--- src/rtl/npu_seq.sv ---
// NPU run sequencer: configures the NPU, streams image RAM addresses tile by
// tile, yields the memories to the host on request and drains the pipeline.
module npu_seq #(
    parameter int ADDR_W    = 10,
    parameter int DRAIN_CYC = 4
) (
    input  logic              clk,
    input  logic              reset,
    input  logic              start,
    input  logic              host_wr,
    input  logic [7:0]        num_tiles,
    input  logic [3:0]        cfg_len,
    input  logic [7:0]        tile_len,
    output logic              EN_CONFIG,
    output logic              EN_FSM,
    output logic              SEL_CON,
    output logic [ADDR_W-1:0] image_ram_addr,
    output logic              host_gnt,
    output logic              busy,
    output logic              done,
    output logic [7:0]        tile_cnt
);

    localparam logic [2:0] S_IDLE   = 3'd0;
    localparam logic [2:0] S_CONFIG = 3'd1;
    localparam logic [2:0] S_RUN    = 3'd2;
    localparam logic [2:0] S_PAUSE  = 3'd3;
    localparam logic [2:0] S_DRAIN  = 3'd4;
    localparam logic [2:0] S_DONE   = 3'd5;

    localparam int CYC_W = (DRAIN_CYC > 256) ? $clog2(DRAIN_CYC) : 8;

    logic [2:0]       state;
    logic [7:0]       num_l;
    logic [3:0]       cfg_l;
    logic [7:0]       tile_l;
    logic [CYC_W-1:0] cyc;

    logic [7:0]       cfg_last;
    logic [7:0]       tile_last;
    logic [CYC_W-1:0] drain_last;
    logic             tile_end;
    logic             last_tile;

    assign cfg_last   = (cfg_l == 4'd0) ? 8'd0 : {4'd0, cfg_l - 4'd1};
    // tile_len of 0 wraps to 255 here, giving a 256-cycle tile.
    assign tile_last  = tile_l - 8'd1;
    assign drain_last = CYC_W'(DRAIN_CYC - 1);
    assign tile_end   = (cyc == CYC_W'(tile_last));
    assign last_tile  = tile_end && ((tile_cnt + 8'd1) == num_l);

    always_ff @(posedge clk or negedge reset) begin
        if (!reset) begin
            state          <= S_IDLE;
            num_l          <= '0;
            cfg_l          <= '0;
            tile_l         <= '0;
            cyc            <= '0;
            tile_cnt       <= '0;
            image_ram_addr <= '0;
        end else begin
            case (state)
                S_IDLE: begin
                    if (start) begin
                        if (num_tiles != 8'd0) begin
                            num_l          <= num_tiles;
                            cfg_l          <= cfg_len;
                            tile_l         <= tile_len;
                            cyc            <= '0;
                            tile_cnt       <= '0;
                            image_ram_addr <= '0;
                            state          <= S_CONFIG;
                        end else begin
                            state <= S_DONE;
                        end
                    end
                end
                S_CONFIG: begin
                    if (cyc == CYC_W'(cfg_last)) begin
                        cyc   <= '0;
                        state <= S_RUN;
                    end else begin
                        cyc <= cyc + 1'b1;
                    end
                end
                S_RUN: begin
                    image_ram_addr <= image_ram_addr + 1'b1;
                    if (tile_end) begin
                        cyc      <= '0;
                        tile_cnt <= tile_cnt + 8'd1;
                    end else begin
                        cyc <= cyc + 1'b1;
                    end
                    // Completing the last tile outranks a host request.
                    if (last_tile) begin
                        state <= S_DRAIN;
                    end else if (host_wr) begin
                        state <= S_PAUSE;
                    end
                end
                S_PAUSE: begin
                    if (!host_wr) begin
                        state <= S_RUN;
                    end
                end
                S_DRAIN: begin
                    if (cyc == drain_last) begin
                        cyc   <= '0;
                        state <= S_DONE;
                    end else begin
                        cyc <= cyc + 1'b1;
                    end
                end
                S_DONE: begin
                    state <= S_IDLE;
                end
                default: begin
                    state <= S_IDLE;
                end
            endcase
        end
    end

    assign EN_CONFIG = (state == S_CONFIG);
    assign EN_FSM    = (state == S_RUN);
    assign SEL_CON   = (state == S_IDLE) || (state == S_CONFIG) || (state == S_DONE);
    assign busy      = (state != S_IDLE);
    assign done      = (state == S_DONE);
    assign host_gnt  = (state == S_PAUSE) ||
                       (((state == S_IDLE) || (state == S_DONE)) && host_wr);

endmodule
--- config.mk ---
export PLATFORM = sky130hd
export DESIGN_NAME = npu_seq
export DESIGN_NICKNAME = d
export VERILOG_FILES = /design/src/rtl/npu_seq.sv
export SDC_FILE = /design/constraint.sdc
export NUM_CORES = 1
export LEC_CHECK = 0
export BUFFER_PORTS_ARGS = -buffer_cell sky130_fd_sc_hd__buf_2
export CAP_MARGIN = 0
export CORE_ASPECT_RATIO = 0.75
export CORE_MARGIN = 3
export CORE_UTILIZATION = 59
export CTS_BUF_LIST = sky130_fd_sc_hd__clkbuf_4 sky130_fd_sc_hd__clkbuf_8
export CTS_CLUSTER_SIZE = 16
export DETAILED_ROUTE_END_ITERATION = 10
export GPL_ROUTABILITY_DRIVEN = 0
export PLACE_DENSITY = 0.86
export SYNTH_ARGS = -nofsm -noshare
export SYNTH_HDL_FRONTEND = slang
export SYNTH_SLANG_ARGS = --single-unit
--- constraint.sdc ---
create_clock -name clk -period 3.2 [get_ports clk]
set_input_delay 0.16 -clock clk [delete_from_list [all_inputs] [get_ports clk]]
set_output_delay 0.16 -clock clk [all_outputs]
set_load 0.005 [all_outputs]
* After elaboration in Yosys (flattened, before gate mapping)
Cells that the tools add are included.
** Operators by class
- Muxes and demuxes :: 20
- Reduce and logical (&&, ||, !) cells :: 17
- Equality and inequality tests :: 16
- $add $sub $neg :: 5
** Operators by type and width (number)
- $mux W8 :: 6
- $pmux W8 S4 :: 1
- $mux W3 :: 7
- $mux W10 :: 2
- $pmux W10 S2 :: 1
- $add A8 B1 Y8 const B :: 2
- $eq A8 B8 Y1 :: 2
- $pmux W8 S2 :: 1
- $pmux W3 S5 :: 1
- $add A10 B1 Y10 const B :: 1
- $reduce_and A3 Y1 :: 3
- $eq A8 B2 Y1 const B :: 1
- $eq A8 B4 Y1 :: 1
- $ne A2 B2 Y1 const B :: 4
- $reduce_bool A8 Y1 :: 1
- $sub A8 B1 Y8 const B :: 1
- $eq A3 B2 Y1 const B :: 2
- $eq A3 B3 Y1 const B :: 2
- $reduce_and A5 Y1 :: 1
- $logic_not A4 Y1 :: 1
- $logic_or A1 B1 Y1 :: 4
- $mux W4 :: 1
- $ne A2 B1 Y1 const B :: 2
- $reduce_and A4 Y1 :: 1
- 8 further kinds :: 9
** Word-level totals
- Register bits :: 49
- Word-level logic and storage cells :: 65

* Longest topological paths before layout
- Depth in word-level cells :: 5
- Mapped depth :: 9

* Worst setup path before layout
No wires, ideal clock.
- Path kind :: flip-flop to flip-flop
- Start point :: reg tile_l[0]
- End point :: reg tile_cnt[4]
- Path slack :: 858 ps
- Data required time :: 3074 ps
- Cell stages (with the launch flop) :: 10
- Arrival :: 2216 ps
- Clock period less this slack :: 2342 ps
- Library setup time :: 126 ps
- Cells stage by stage :: dfrtp_1 -> inv_1 -> ha_1 -> xor2_1 -> a21oi_1 -> a41oi_1 -> nor4_4 -> nand3_4 -> and3_1 -> a311o_1
** On the way
- Word-level cells in the longest chain between the ends :: 4
** RTL lines
- start, declared :: RTL line 36 : logic [7:0] tile_l;
- start signal, assigned :: RTL line 68 : tile_l <= tile_len;
- $sub A8 B1 Y8 :: RTL line 47 : assign tile_last = tile_l - 8'd1;
- $eq A8 B8 Y1 :: RTL line 49 : assign tile_end = (cyc == CYC_W'(tile_last));
- $ne A2 B1 Y1 (no source line)
- $reduce_and A4 Y1 (no source line)
- end signal, assigned :: RTL line 90 : tile_cnt <= tile_cnt + 8'd1;
- end, declared :: RTL line 21 : output logic [7:0] tile_cnt
No other way between the ends.
A chain may end at the register's enable or synchronous reset.

* Worst setup path after layout
Same ends and word-level chain as after synthesis.

==> results by group <==
Run status
  – Status: complete, no violations

Final layout
  – Area of the multi-input gates: approximately 0.0017 mm2
  – Area taken by flip-flops and latches: 0.001226 mm2
  – Layout cell share with drive strength beyond 1: 18.34%
  – Layout fillers: 369
  – # nets final: 425
  – Synth-to-Final Area Change: 12.06%
  – N_diodes: 0

Drt
  – Length of routed met3 wiring: slightly above 600 um
  – First DRT Iteration DRCs: 246
  – Length of routed wiring on met1: 3169 um
  – Total number of vias: approximately 2700
  – Top Layer Used: met4
  – Drt pass-1 iters: 4
  – DR DRC count: 0
  – DR WL met2: between 3000 and 4000 um
  – Detailed Route WL: 6999 um
  – DRT antenna net count: 0
  – Vias/cell: 6.002
  – Wire per inst: 15.38 um

Placed design
  – Dpl ws: between 500 and 600 ps
  – Input/output buffers: 47
  – HPWL Detailed: 5077 um

Timing
  – Max Clock Skew: between 6 and 7 ps
  – Setup_tns: 0 ps
  – Slew of the pin with the lowest slew margin: between 1000 and 1500 ps
  – Relative slew slack: 29.47%
  – Minimum clock period: around 2700 ps
  – Setup violations, final: 0
  – Hold Violations, Final: 0
  – Fin crit share: 84.23%
  – Max-slew violation count: 0
  – Worst setup margin: ~500 ps
  – RSZ-0062 raised after global routing: no
  – Max Clk Rate: between 300 and 400 MHz

Power
  – Pwr Density: 879.5 mW/mm2
  – Total Power: 2966 uW
  – Worst vdd ir: approximately 0.42 mV
  – P_leak: 0.001570 uW

Global routing
  – Vias in the first global route: 2535
  – Global-route wire length before repair: 11740 um
  – Pin count of the biggest net entering global routing: 50
  – Initial antenna violation count: 0
  – Total grt overflow: 0
  – Overall Global Routing Usage: 25.40%

Critical path
  – Slowest cell on the critical path: nor4_4
  – RR Startpoint: tile_l[0]
  – CP endpoint kind: flop
  – Delay-heaviest family, CP: simple AND/OR/NAND/NOR gates
  – Startpoint Class: flop
  – Required time of the critical path: 3410 ps
  – Worst Path Arrival: just under 3000 ps
  – Buf/Inv on CP: 1
  – Critical path class: reg -> reg
  – Max FO, Critical Path: 8
  – CP cell instances: inv_1, ha_1, xor2_1, a21oi_1, a41oi_1, nor4_4, nand3_4, and3_1, a311o_1
  – Worst setup startpoint: tile_l[0]
  – Max stage delay on crit path: 640 ps

Floorplan
  – Core ar.: 0.004677 mm2
  – Cell row count: 21
  – Die area: 0.006002 mm2
  – Initial cell density of the core: 64.34%
  – Die Wd: 88.47 um
  – Number of I/O pins: 48
  – Die Ht: 67.85 um

Synthesis
  – Syn Nets: 387
  – Syn Area/Cell: 8.382 um2
  – Asr flop ratio synth: 100.0%
  – Register area share after synthesis: 40.75%
  – Mapped Cells: between 300 and 400
  – EDFF count, synth: 0
  – Synth Flop Type: dfrtp_1
  – Yosys warning count: 0
  – Post-Syn Area: 0.003009 mm2
  – Synthesized flop and latch total: around 50
  – Distinct cells, synth: 58

Clocking
  – TritonCTS clock tree: yes
  – Clk root buf: clkbuf_8
  – Clock-pin transition on the worst setup and hold timing paths: about 90 ps
  – Post-CTS Setup Inserts: 0
  – CTS H-tree depth: 2
  – Clk buf depth: 2
  – Clock Sink Count: ~50
  – CTS buffer count: 5
  – Clock Latency Late Sink: 310 ps
  – CTS resizes: 0
  – CTS Hold Bufs: 0

Worst hold path
  – Hold Crit Class: in -> async

Run
  – Max Cap Violations: 0
placed cells by master (no fill, tap or decap), types with 6 or more instances in the layout:
cell       n
and3_1     7
nand3_1   17
nor3_1     7
o21ai_1   14
a21oi_1   11
xor2_1    17
nor2_1    28
xnor2_1   15
nand2_1   87
buf_2     47
a31oi_1    7
dfrtp_1   49
clkbuf_8   6
area by class of cell:
cell class / instances / area share [%]
inverter: 9 / 1.002
clock buffer: 7 / 2.672
multi-input combinational: 283 / 49.54
sequential: 49 / 36.36
timing repair buffer: 49 / 7.421
tap: 57 / 2.115
clock inverter: 1 / 0.8905
where the power goes:
part           switching [uW]  total [uW]  leakage [uW]  internal (uW)
Clock                     207         470     0.0000619            263
Combinational             724        1290      0.000898            570
Sequential                358        1200      0.000610            843
Total                    1290        2970       0.00157           1680
state kept, by name (all words and copies together), names as in the netlist:
signal          count
state               3
cyc                 8
tile_cnt            8
image_ram_addr     10
cfg_l               4
num_l               8
tile_l              8
Yosys cell counts (all sizes together) (2+ instances only):
library cell	instances	share of area, %
o31ai	3	0.75
o21bai	2	0.50
nor3	7	1.2
inv	9	1.1
nand2	89	11
a31oi	7	1.5
nand3	18	3.4
and3	7	1.5
a211oi	3	0.75
buf	9	1.6
dfrtp	49	41
nand4	2	0.42
mux2i	2	0.67
or2	4	0.91
nor2b	3	0.62
o2bb2ai	2	0.58
nand3b	2	0.50
a21o	2	0.50
o21ai	19	3.2
o22ai	2	0.42
ha	4	1.7
o211ai	3	0.75
a21oi	12	2.1
clkbuf	9	1.1
nor2	29	3.6
and2	2	0.42
xor2	17	4.9
xnor2	15	4.4
nor4	8	2.6
worst paths after layout:
path                       slack, ps     endpoint  depth (start not counted)
max                              500  tile_cnt[4]                          9
min                               30    tile_l[6]                          1
max reg2reg                      500  tile_cnt[4]                          9
min reg2reg                      510     num_l[4]                          2
max in group asynchronous       2510       cyc[0]                          1
min in group clk                  30    tile_l[6]                          3
stage by stage:
stage	hold slack (ps)	instance area, um2	instances	utilization, %
3_5_place_dp	354.4	3252	447	69.53
6_report	26.62	3372	455	72.10
3_3_place_gp	348.8	3252	447	69.53
5_1_grt	28.61	3372	455	72.10
2_1_floorplan	-135.6	3009	359	-
4_1_cts	29.31	3372	455	72.10
layer usage:
layer  vias up  GRT usage, %
li1       1323             -
met1      1277         36.57
met2       116         38.15
met3        15         4.813
met4         0         9.811
met5         -             0
kinds of logic (layout without fill, tap and decap cells):
kind of cell	after synthesis	count (layout)	synth area share (%)
AO/OA/AOI/OAI	69	69	16.05
XOR/XNOR	32	32	9.314
multiplexers	2	2	0.6653
flip-flops	49	49	40.75
AND/OR/NAND/NOR	175	175	27.40
adder cells (fa/ha/maj)	5	5	1.996
buffers and inverters	27	66	3.825
Power figures use the tool's default switching activity.
